<file path="config.mk">
export PLATFORM = sky130hd
export DESIGN_NAME = imem_loader
export DESIGN_NICKNAME = d
export VERILOG_FILES = /design/src/rtl/imem_loader_pkg.sv /design/src/rtl/imem_loader_byte_packer.sv /design/src/rtl/imem_loader.sv
export SDC_FILE = /design/constraint.sdc
export NUM_CORES = 1
export LEC_CHECK = 0
export ABC_AREA = 0
export CAP_MARGIN = 20
export CORE_UTILIZATION = 35
export DETAILED_ROUTE_END_ITERATION = 6
export PLACE_DENSITY = 0.7
export SLEW_MARGIN = 10
export SYNTH_ARGS = -nofsm -noshare
export SYNTH_HDL_FRONTEND = slang
export SYNTH_SLANG_ARGS = --single-unit
</file>
<file path="constraint.sdc">
create_clock -name clk -period 2 [get_ports clk]
set_clock_uncertainty 0.15 [all_clocks]
set_input_delay 0.2 -clock clk [delete_from_list [all_inputs] [get_ports clk]]
set_output_delay 0.2 -clock clk [all_outputs]
set_load 0.005 [all_outputs]
</file>
<file path="src/rtl/imem_loader_pkg.sv">
// Shared types and constants for the instruction-memory loader.
package imem_loader_pkg;

  localparam int unsigned WORD_W        = 32;
  localparam int unsigned BYTE_W        = 8;
  localparam int unsigned IDX_W         = 2;
  localparam int unsigned LANE_MSB      = 3;
  localparam int unsigned ADDR_STEP_DEF = 4;

  typedef enum logic [1:0] {
    ST_IDLE    = 2'd0,
    ST_COLLECT = 2'd1,
    ST_WRITE   = 2'd2,
    ST_DONE    = 2'd3
  } state_t;

endpackage

</file>
<file path="src/rtl/imem_loader_byte_packer.sv">
// Lane index counter and big-endian word assembly register.
module byte_packer
  import imem_loader_pkg::*;
(
  input  logic                clk,
  input  logic                clr,
  input  logic                clear,
  input  logic                load,
  input  logic [BYTE_W-1:0]   byte_in,
  output logic [WORD_W-1:0]   word,
  output logic [IDX_W-1:0]    idx,
  output logic                full
);

  logic [WORD_W-1:0] word_q, word_d;
  logic [IDX_W-1:0]  idx_q, idx_d;
  logic [4:0]        lane_lsb;

  // Lane 3-idx holds the byte; for a 2-bit idx, 3-idx is simply ~idx.
  always_comb begin
    lane_lsb = {~idx_q, 3'b000};
    word_d   = word_q;
    idx_d    = idx_q;
    if (clear) begin
      word_d = '0;
      idx_d  = '0;
    end else if (load) begin
      word_d = word_q | (WORD_W'(byte_in) << lane_lsb);
      idx_d  = idx_q + IDX_W'(1);
    end
  end

  // Assembly register; cleared lanes guarantee zero padding of short words.
  always_ff @(posedge clk) begin
    if (clr) begin
      word_q <= '0;
      idx_q  <= '0;
    end else begin
      word_q <= word_d;
      idx_q  <= idx_d;
    end
  end

  assign word = word_q;
  assign idx  = idx_q;
  assign full = (idx_q == IDX_W'(LANE_MSB));

endmodule

</file>
<file path="src/rtl/imem_loader.sv">
// Packs a byte stream into big-endian words and writes them to instruction memory
// while holding the CPU in reset.
module imem_loader
  import imem_loader_pkg::*;
#(
  parameter int unsigned ADDR_W    = 10,
  parameter int unsigned ADDR_STEP = ADDR_STEP_DEF
) (
  input  logic              clk,
  input  logic              clr,
  input  logic              start,
  input  logic [ADDR_W-1:0] base_addr,
  input  logic              in_valid,
  input  logic [7:0]        in_data,
  input  logic              in_last,
  output logic              in_ready,
  output logic              mem_ena,
  output logic              mem_wea,
  output logic [ADDR_W-1:0] mem_addra,
  output logic [31:0]       mem_dina,
  output logic              cpu_hold,
  output logic              busy,
  output logic              done,
  output logic [ADDR_W-2:0] word_cnt,
  output logic              err_partial,
  output logic              err_overflow
);

  localparam logic [ADDR_W-1:0] ADDR_LAST = ADDR_W'((2 ** ADDR_W) - ADDR_STEP);

  state_t            state_q, state_d;
  logic [ADDR_W-1:0] addr_q, addr_d;
  logic              last_q, last_d;
  logic              short_q, short_d;
  logic [ADDR_W-2:0] word_cnt_q, word_cnt_d;
  logic              err_partial_q, err_partial_d;
  logic              err_overflow_q, err_overflow_d;
  logic              in_ready_q, in_ready_d;
  logic              we_q, we_d;
  logic [ADDR_W-1:0] mem_addra_q, mem_addra_d;
  logic [WORD_W-1:0] mem_dina_q, mem_dina_d;
  logic              busy_q, busy_d;
  logic              done_q, done_d;

  logic              hs_c;
  logic              pk_clear_c;
  logic [WORD_W-1:0] pk_word;
  logic [IDX_W-1:0]  pk_idx;
  logic              pk_full;
  logic [WORD_W-1:0] merged_c;
  logic [4:0]        lane_lsb_c;

  byte_packer u_packer (
    .clk     (clk),
    .clr     (clr),
    .clear   (pk_clear_c),
    .load    (hs_c),
    .byte_in (in_data),
    .word    (pk_word),
    .idx     (pk_idx),
    .full    (pk_full)
  );

  // Word as it will look once the byte on the bus lands in its lane.
  always_comb begin
    lane_lsb_c = {~pk_idx, 3'b000};
    merged_c   = pk_word | (WORD_W'(in_data) << lane_lsb_c);
  end

  // Next-state and registered-output logic.
  always_comb begin
    state_d        = state_q;
    addr_d         = addr_q;
    last_d         = last_q;
    short_d        = short_q;
    word_cnt_d     = word_cnt_q;
    err_partial_d  = err_partial_q;
    err_overflow_d = err_overflow_q;
    mem_addra_d    = mem_addra_q;
    mem_dina_d     = mem_dina_q;
    pk_clear_c     = 1'b0;
    hs_c           = in_valid & in_ready_q;

    case (state_q)
      ST_IDLE, ST_DONE: begin
        if (start) begin
          state_d        = ST_COLLECT;
          addr_d         = base_addr;
          word_cnt_d     = '0;
          err_partial_d  = 1'b0;
          err_overflow_d = 1'b0;
          last_d         = 1'b0;
          short_d        = 1'b0;
          pk_clear_c     = 1'b1;
        end
      end
      ST_COLLECT: begin
        if (hs_c && (pk_full || in_last)) begin
          state_d     = ST_WRITE;
          last_d      = in_last;
          short_d     = in_last & ~pk_full;
          mem_addra_d = addr_q;
          mem_dina_d  = merged_c;
        end
      end
      ST_WRITE: begin
        pk_clear_c = 1'b1;
        word_cnt_d = word_cnt_q + (ADDR_W-1)'(1);
        if (short_q) err_partial_d = 1'b1;
        if (last_q) begin
          state_d = ST_DONE;
        end else if (addr_q == ADDR_LAST) begin
          err_overflow_d = 1'b1;
          state_d        = ST_DONE;
        end else begin
          addr_d  = addr_q + ADDR_W'(ADDR_STEP);
          state_d = ST_COLLECT;
        end
      end
      default: state_d = ST_IDLE;
    endcase

    in_ready_d = (state_d == ST_COLLECT);
    we_d       = (state_d == ST_WRITE);
    busy_d     = (state_d == ST_COLLECT) || (state_d == ST_WRITE);
    done_d     = (state_d == ST_DONE);
  end

  // State and output registers with synchronous clear.
  always_ff @(posedge clk) begin
    if (clr) begin
      state_q        <= ST_IDLE;
      addr_q         <= '0;
      last_q         <= 1'b0;
      short_q        <= 1'b0;
      word_cnt_q     <= '0;
      err_partial_q  <= 1'b0;
      err_overflow_q <= 1'b0;
      in_ready_q     <= 1'b0;
      we_q           <= 1'b0;
      mem_addra_q    <= '0;
      mem_dina_q     <= '0;
      busy_q         <= 1'b0;
      done_q         <= 1'b0;
    end else begin
      state_q        <= state_d;
      addr_q         <= addr_d;
      last_q         <= last_d;
      short_q        <= short_d;
      word_cnt_q     <= word_cnt_d;
      err_partial_q  <= err_partial_d;
      err_overflow_q <= err_overflow_d;
      in_ready_q     <= in_ready_d;
      we_q           <= we_d;
      mem_addra_q    <= mem_addra_d;
      mem_dina_q     <= mem_dina_d;
      busy_q         <= busy_d;
      done_q         <= done_d;
    end
  end

  assign in_ready     = in_ready_q;
  assign mem_ena      = we_q;
  assign mem_wea      = we_q;
  assign mem_addra    = mem_addra_q;
  assign mem_dina     = mem_dina_q;
  assign cpu_hold     = busy_q;
  assign busy         = busy_q;
  assign done         = done_q;
  assign word_cnt     = word_cnt_q;
  assign err_partial  = err_partial_q;
  assign err_overflow = err_overflow_q;

endmodule

</file>
### Word-level counts from Yosys, hierarchy flattened

Cells that the tools add are included.

* register bits: 105
* logic and storage cells: 75
* output and inout bits: 59
* input port bits: 23

* shift operators: 1
* add/sub/neg operators: 3
* equal/unequal tests: 14
* bitwise logic cells: 5
* reductions and logical operators: 14
* multiplexer cells: 23

Operators by type and width (number)
* $or 32x32->32: 1
* $shl 8x5->32: 1
* $mux 10: 3
* $pmux 10 s2: 1
* $pmux 9 s2: 1
* $ne 2x2->1 const B: 6
* $add 10x3->10 const B: 1
* $eq 10x10->1 const B: 1
* $eq 2x2->1 const B: 5
* $pmux 1 s2: 5
* $add 9x1->9 const B: 1
* $mux 9: 1
* $mux 2: 4
* $reduce_and 4->1: 2
* $mux 1: 7
* $pmux 2 s3: 1
* $reduce_and 3->1: 2
* $eq 2x1->1 const B: 2
* $reduce_and 2->1: 2
* $reduce_bool 2->1: 2
* $reduce_or 2->1: 2
* $add 2x1->2 const B: 1
* $and 1x1->1: 2
* $logic_not 2->1: 1
* other kinds (4): 5

### Logic depth before layout (Yosys ltp)

* word-level depth: 7
* gate-level depth with buffers: 9
* gate-level depth less buffers: 8

### By module

Synthesis repeated with hierarchy kept, for this count alone.

* cells, all modules: 474
* area, all modules: 4361.7 um^2

By module, submodules not included
* imem_loader: instances 1, seq. area each 1421.4 um^2, cells an instance 382, area an instance 3165.5 um^2
* byte_packer: instances 1, seq. area each 680.7 um^2, cells an instance 92, area an instance 1196.1 um^2

### Worst setup path after synthesis

OpenSTA, ideal clock, no wires.

* kind: flip-flop to flip-flop
* start: register state_q[0]
* end: register busy_q, in the netlist busy
* required time: 1724 ps
* period minus slack after synthesis: 2042 ps
* slack: -42 ps
* arrival time: 1766 ps
* library setup time: 126 ps
* buffers on the path: 0
* cell stages (with the launch flop): 9
* cell sequence: dfxtp_1 -> inv_1 -> ha_1 -> nor2b_1 -> a21oi_1 -> a31oi_1 -> inv_1 -> ha_1 -> nor2_1

* word-level cells in the longest chain between the ends: 5
* elaborated cells between the ends (all ways): 11
* those cells by class: 5 x eq/ne; 3 x mux; 3 x reduce/logical

RTL lines
* start, declared: line imem_loader.sv:31 `state_t state_q, state_d;`
* start signal, assigned: line imem_loader.sv:146 `state_q <= state_d;`
* $eq 2x2->1 / $logic_not 2->1 (equally long branches): line imem_loader.sv:84 `case (state_q)`
* $reduce_or 2->1: line imem_loader.sv:84
* $pmux 2 s3 *: line imem_loader.sv:84
* named net state_d[0]: line imem_loader.sv:31
* $eq 2x1->1 / $eq 2x2->1 (equally long branches): line imem_loader.sv:125 `busy_d = (state_d == ST_COLLECT) || (state_d == ST_WRITE);`
* $logic_or 1x1->1 *: line imem_loader.sv:125
* end signal, assigned: line imem_loader.sv:157 `busy_q <= busy_d;`
* end, declared: line imem_loader.sv:42 `logic busy_q, busy_d;`

Mark *: on every way through the listed nets, which the timed path passes. The rest lies on a longest branch.
A chain may end at the register's enable or synchronous reset.

### Worst setup path in the final report

* start: register u_packer.idx_q[0], in the netlist u_packer.idx[0]
* end: register mem_dina_q[13], in the netlist mem_dina[13]

* word-level cells in the longest chain between the ends: 4
* elaborated cells between the ends (all ways): 7
* those cells by class: 1 x eq/ne; 1 x shift; 2 x bitwise; 3 x reduce/logical

RTL lines
* start, declared: line imem_loader_byte_packer.sv:16 `logic [IDX_W-1:0] idx_q, idx_d;`
* start signal, assigned: line imem_loader_byte_packer.sv:40 `idx_q <= idx_d;`
* branches (longest 4 deep; another with $shl 8x5->32)
* end signal, assigned: line imem_loader.sv:156 `mem_dina_q <= mem_dina_d;`
* end, declared: line imem_loader.sv:41 `logic [WORD_W-1:0] mem_dina_q, mem_dina_d;`

Parallel ways; which one is timed is not known.

==> summary.md <==
| Metric | Value |
|---|---|
| DR iter-0 viols | `148` |
| Status | `finished, final reports clean` |
| Seq cells post-synth | `~110` |
| First-pass GRT wire length | `18100 microns` |
| Crit-path max FO | `33` |
| Leak pwr | `2.05 nW` |
| Clk Latency, worst-skew pair | `0.35 ns` |
| Initial Utilization | `35.9%` |
| Worst Hold Class | `primary input to flip-flop` |
| Critical path required time | `2.09 ns` |
| Final WS setup | `0.0853 ns` |
| Top delay family on crit path | `compound AO/OA/AOI/OAI gates` |
| Layout cells sized above 1 | `13.7%` |
| Placed Area | `5470 sq um` |
| Nets@finish | `around 640` |
| Slowest stage cell, crit path | `dfxtp_1` |
| Bufs and invs on worst path | `2` |
| Die width | `113 microns` |
| # clock sinks | `105` |
| Core Region | `12000 sq um` |
| Min Hold Slack | `0.0261 ns` |
| Synth Area in Adders | `approximately 2.3%` |
| Sequential area share after synthesis | `48.8%` |
| Final instance area | `5830 sq um` |
| Post-synthesis net count | `541` |
| Worst R2R Path Depth | `7` |
| Post-synth top cells | `dfxtp_1, nor2_1, a21oi_1` |
| Max-cap violation count | `0` |
| Mapped Cells | `510` |
| # hold bufs at CTS | `0` |
| Overflow after GRT | `0` |
| H-tree Lvls | `3` |
| Final Hold Viols | `0` |
| CP Data Arrival Time | `~2 ns` |
| Crit. End Element | `flip-flop` |
| CP Depth | `7` |
| Hpwl dp | `7790 microns` |
| Max_slew headroom | `63.2%` |
| Compound-Gate Fraction of Synth Area | `17.4%` |
| Ports | `approximately 80` |
| Asr flop ratio synth | `0%` |
| Max Buffers Root-to-Sink | `2` |
| Synth cell types | `47` |
| Ant diodes | `0` |
| Die Height | `113 microns` |
| Total iterations of the first detailed-routing run | `5` |
| GRT Total Usage | `17.8%` |
| Synth area leaders | `dfxtp_1, nor2_1, a21oi_1, a211oi_1, nor3_1` |
| Final wirelength | `11000 microns` |
| Max stage delay on crit path | `0.35 ns` |
| Cell taking the most area after synthesis | `dfxtp_1` |
| Routed wire length per instance | `14.5 microns` |
| Design Power | `6.36 mW` |
| CTS Buf Count | `9` |
| Main combinational cell family by area after synthesis | `simple AND/OR/NAND/NOR gates` |
| CP Cell Sequence | `ha_2, o211ai_1, buf_4, or2_2, buf_12, a211oi_1, nor3_1` |
| Post-synthesis mux area share | `1.66%` |
| Maximum ir drop on the vdd rail | `0.000478 V` |
| FP Rows | `40` |
| TritonCTS clock tree | `yes` |
| Fmax achieved | `522 MHz` |
| Antenna Nets Post-Route | `0` |
| Final setup viols | `0` |
| Area grow syn2layout | `35.2%` |
| EDFF count, synth | `0` |
| DRC viols | `0` |
| Period utilization | `95.7%` |
| Simple-Gate Fraction of Synth Area | `23.5%` |
| Slew Limit Fails | `0` |
| Initial antenna violation count | `0` |
| Final min period | `1.91 ns` |
| Hold Path Depth | `2` |
| Cell area power density | `1090 nW/um^2` |
| Largest net degree at the start of global routing | `35` |
| Total number of vias | `3934` |
| RSZ-0062 raised after global routing | `false` |
| Primary FF master, synth | `dfxtp_1` |
| Place WS | `-0.0369 ns` |
| Slew @ Worst Pin | `0.550 ns` |
| Setup TNS | `0 ns` |
| Vias in the first global route | `3817` |
| Vias per inst | `between 5 and 6` |
| CTS root buf | `clkbuf_16` |
| Most frequent cell after synthesis | `dfxtp_1` |
| Critical path type | `flip-flop to flip-flop` |
| Synth Area in XOR/XNOR | `1.02%` |
| Clock Pin Slew Worst Setup and Hold Paths | `0.07 ns` |
| IO Port Bufs | `81` |
| Synthesized area | `between 4000 and 5000 sq um` |
| Synth Warn # | `0` |
| Die ar. | `around 13000 sq um` |
| Top cell type's share of synthesized area | `48.8%` |
| Syn Area/Cell | `8.45 sq um` |
| Gpl congestion | `about 0.83` |
| Setup crit start kind | `flip-flop` |
-- final timing paths --
kind                                      from                        end  slack, ns
setup / recovery  u_packer.idx[0]$_SDFFE_PP0P_  mem_dina[13]$_SDFFE_PP0P_       0.09
hold / removal                             clr        last_q$_SDFFE_PP0P_       0.03
setup reg to reg  u_packer.idx[0]$_SDFFE_PP0P_  mem_dina[13]$_SDFFE_PP0P_       0.09
hold reg to reg      mem_addra[6]$_SDFFE_PP0P_  mem_addra[6]$_SDFFE_PP0P_       0.31
-- metrics by stage --
stage,cells,utilization (%)
after floorplan,510,-
after detailed placement,741,45.5
after global placement,741,45.5
final,759,48.5
after global routing,759,48.5
after CTS,757,48.1
-- area by class of cell --
cell class | instances | area [sq um]
timing repair buffer | 128 | 1180
sequential | 105 | 2100
clock inverter | 6 | 55.1
inverter | 8 | 30.0
clock buffer | 10 | 239
multi-input combinational | 355 | 2030
tap | 147 | 184
fill | 1144 | 6190
-- repair_timing --
item / CTS / global route
buffers inserted: 0 / 2
endpoints found under the setup margin: 4 / 14
hold endpoints to repair: 0 / 0
resized for setup: 3 / 9
pin swaps: 0 / 4
-- routing by layer --
layer	GRT usage [%]	vias to the layer above	wire length [microns]
met2	30.3	108	5380
met1	21.2	1831	4790
met3	5.20	20	621
met4	6.84	0	224
li1	-	1975	-
met5	0	-	0
-- cell families after synthesis --
group,count (synthesis)
xor gates and xnor gates,5
and+or+nand+nor,213
buffers and inverters,50
DFF,105
AOI/OAI and AO/OA,122
muxes,7
adders and majority gates,8
-- flip-flops by register name, indices dropped and copies added, names as in the netlist --
| name | flops |
|---|---|
| addr_q | 10 |
| busy | 1 |
| done | 1 |
| err_overflow | 1 |
| err_partial | 1 |
| in_ready | 1 |
| last_q | 1 |
| mem_addra | 10 |
| mem_dina | 32 |
| mem_ena | 1 |
| short_q | 1 |
| state_q | 2 |
| u_packer.idx | 2 |
| u_packer.word | 32 |
| word_cnt | 9 |
-- power by group --
group	switching (mW)	total [mW]	internal, mW
Sequential	0.113	2.39	2.28
Combinational	1.14	2.23	1.09
Clock	0.825	1.73	0.905
-- cell usage in the layout, fill, tap and decap left out, types with 4 or more instances in the layout --
cell / Yosys / final
dfxtp_1: 105 / 104
nor2_1: 84 / 83
clkdlybuf4s50_1: 0 / 80
a21oi_1: 61 / 61
buf_4: 3 / 45
nand2_1: 35 / 35
nor3_1: 34 / 34
a211oi_1: 34 / 31
nand3_1: 12 / 12
nor2b_1: 10 / 9
clkbuf_16: 0 / 9
o21ai_0: 8 / 8
inv_1: 7 / 6
mux2i_1: 6 / 6
a31oi_1: 5 / 5
nand2b_1: 5 / 5
or3_1: 5 / 5
ha_1: 8 / 5
and2_1: 5 / 4
(Power assumes the default switching activity.)
==> RTL change: new RTL, config.mk and constraints unchanged <==
Set the parameter `ADDR_W` to 11 (it was 10).
--- a/src/rtl/imem_loader.sv
+++ b/src/rtl/imem_loader.sv
@@ -3,7 +3,7 @@
 module imem_loader
   import imem_loader_pkg::*;
 #(
-  parameter int unsigned ADDR_W    = 10,
+  parameter int unsigned ADDR_W    = 11,
   parameter int unsigned ADDR_STEP = ADDR_STEP_DEF
 ) (
   input  logic              clk,
Interface: changed (resized base_addr, mem_addra and word_cnt); port bits go from 82 to 85. The function was not compared with the original's and may differ.
==> RTL change against the unedited design <==
- power decreased by 1.4%
- combinational power decreased by 9.0%
- first-iteration DRC count is 9.5% higher
- routed wire length up 6.7%
- worst setup slack better by 0.036 ns
- count of clock-buffer cells in the layout unchanged
- sequential cell count rose by 3
- design area increased by 3.0%
- synthesized area is 4.5% higher
- fmax grew 1.9%
- largest cell class unchanged
==> RTL change: results (changes against the unedited design) <==
Synth cell count leaders: dfxtp_1, nor2_1, a21oi_1 (unchanged)
Avg Cell Area, Syn: 8.71 um2 (was 8.45 um2)
Max incr delay on CP: 0.34 ns
Minimum hold slack: 0.122 ns (was 0.0261 ns)
Sequential-to-total area share from yosys stat: 0.480 (was 0.488)
Hold Crit Depth: 2 (unchanged)
Fill cells: 1220 (was 1144)
Int Pwr: 0.00426 W (was 0.00428 W)
Worst path arrival time: 1.97 ns (was 2.00 ns)
Reg2reg start: addr_q[2] (was u_packer.idx[0])
Synth area leaders: dfxtp_1, nor2_1, a21oi_1 (unchanged)
Post-DP HPWL: 8440 um (was 7790 um)
Pre-CTS WS: -0.0673 ns (was -0.0369 ns)
Min-delay src: clr (unchanged)
Leak pwr: 2.06 nW (was 2.05 nW)
Worst Path Max Fanout: 5 (was 33)
Tot GR Track Use: 0.184 (was 0.178)
Cells after DPL: 767 (was 741)
Drt initial violations: 162 (was 148)
Hold Path Sink: word_cnt[1] (was last_q)
Layout cells sized above 1: 0.118 (was 0.137)
Status: finished, final reports clean (unchanged)
Fin cells: 783 (was 759)
Post-Syn Nets: 549 (was 541)
Final #Nets: 639 (was 638)
Worst vdd ir: 0.541 mV (was 0.478 mV)
GP Congestion: 0.852 (was 0.835)
First-pass GRT wire length: 19400 um (was 18100 um)
Reg2Reg Depth: 7 (unchanged)
Yosys cell types: 59 (was 47)
Max_slew headroom: 0.604 (was 0.632)
Via Count: 4029 (was 3934)
RTL change: changes by cell type after synthesis, moves of 3 or more:
| cell | delta |
|---|---|
| a31oi_1 | -4 |
| or3_1 | -4 |
| nand2_1 | -6 |
| dfxtp_1 | +3 |
| nand4_1 | +3 |
| buf_2 | -10 |
| or4_1 | -3 |
| clkbuf_2 | +8 |
RTL change: per-layer routing:
layer | track usage | part of all wire | up-vias
li1 | - | - | 1996
met1 | 0.233 | 0.46 | 1890
met2 | 0.307 | 0.47 | 122
met3 | 0.0413 | 0.050 | 21
met4 | 0.0658 | 0.018 | 0
met5 | 0 | 0 | -
RTL change: repair_timing:
action / 4_1_cts / 5_1_grt
pin swaps: 1 / 3
hold buffers: 0 / 0
resized for setup: 3 / 5
buffers inserted: 0 / 1
endpoints found under the setup margin: 5 / 7
RTL change: worst max-delay path by stage:
stage                      to  slack [ns]  depth (start not counted)
floorplan                busy        0.03                          8
global placement    addr_q[8]       -0.02                          5
detailed placement  addr_q[8]       -0.07                          5
CTS                  in_ready        0.02                          7
global route             busy      0.0006                          7
finish                   done        0.12                          7
RTL change: per-stage QoR:
stage	util	cell area, um2	power (W)
2_1_floorplan	-	4510	0.00371
3_3_place_gp	0.451	5670	0.00441
3_5_place_dp	0.451	5670	0.00445
4_1_cts	0.474	5960	0.00624
5_1_grt	0.477	6000	0.00664
6_report	0.477	6000	0.00627
RTL change: kinds of logic after synthesis:
logic type                 count (synthesis)  share of synthesized area
and+or+nand+nor                          210                      0.223
muxes                                      7                     0.0186
buffers and inverters                     49                     0.0528
DFF                                      108                      0.480
AOI/OAI and AO/OA                        127                      0.187
xor gates and xnor gates                   8                     0.0156
adders and majority gates                  8                     0.0222
RTL change: layout make-up:
class / count / area, um2 / area share
tap: 172 / 215 / 0.0359
clock buffer: 10 / 229 / 0.0382
inverter: 6 / 22.5 / 0.00375
sequential: 108 / 2160 / 0.360
timing repair buffer: 122 / 1160 / 0.193
multi-input combinational: 360 / 2150 / 0.359
clock inverter: 5 / 60.1 / 0.0100
RTL change: worst max-delay path, delay by kind of cell, from the launching register on:
| kind | cells | cell delay (ns) |
|---|---|---|
| adders and majority gates | 2 | 0.38 |
| and+or+nand+nor | 3 | 0.41 |
| DFF | 1 | 0.34 |
| AOI/OAI and AO/OA | 2 | 0.49 |
RTL change: power groups by stage:
stage	clock [W]	sequential [W]	combinational (W)
6_report	0.00177	0.00247	0.00203
2_1_floorplan	0	0.00251	0.00120
3_5_place_dp	0	0.00251	0.00194
4_1_cts	0.00182	0.00246	0.00196
3_3_place_gp	0	0.00251	0.00190
5_1_grt	0.00190	0.00250	0.00224
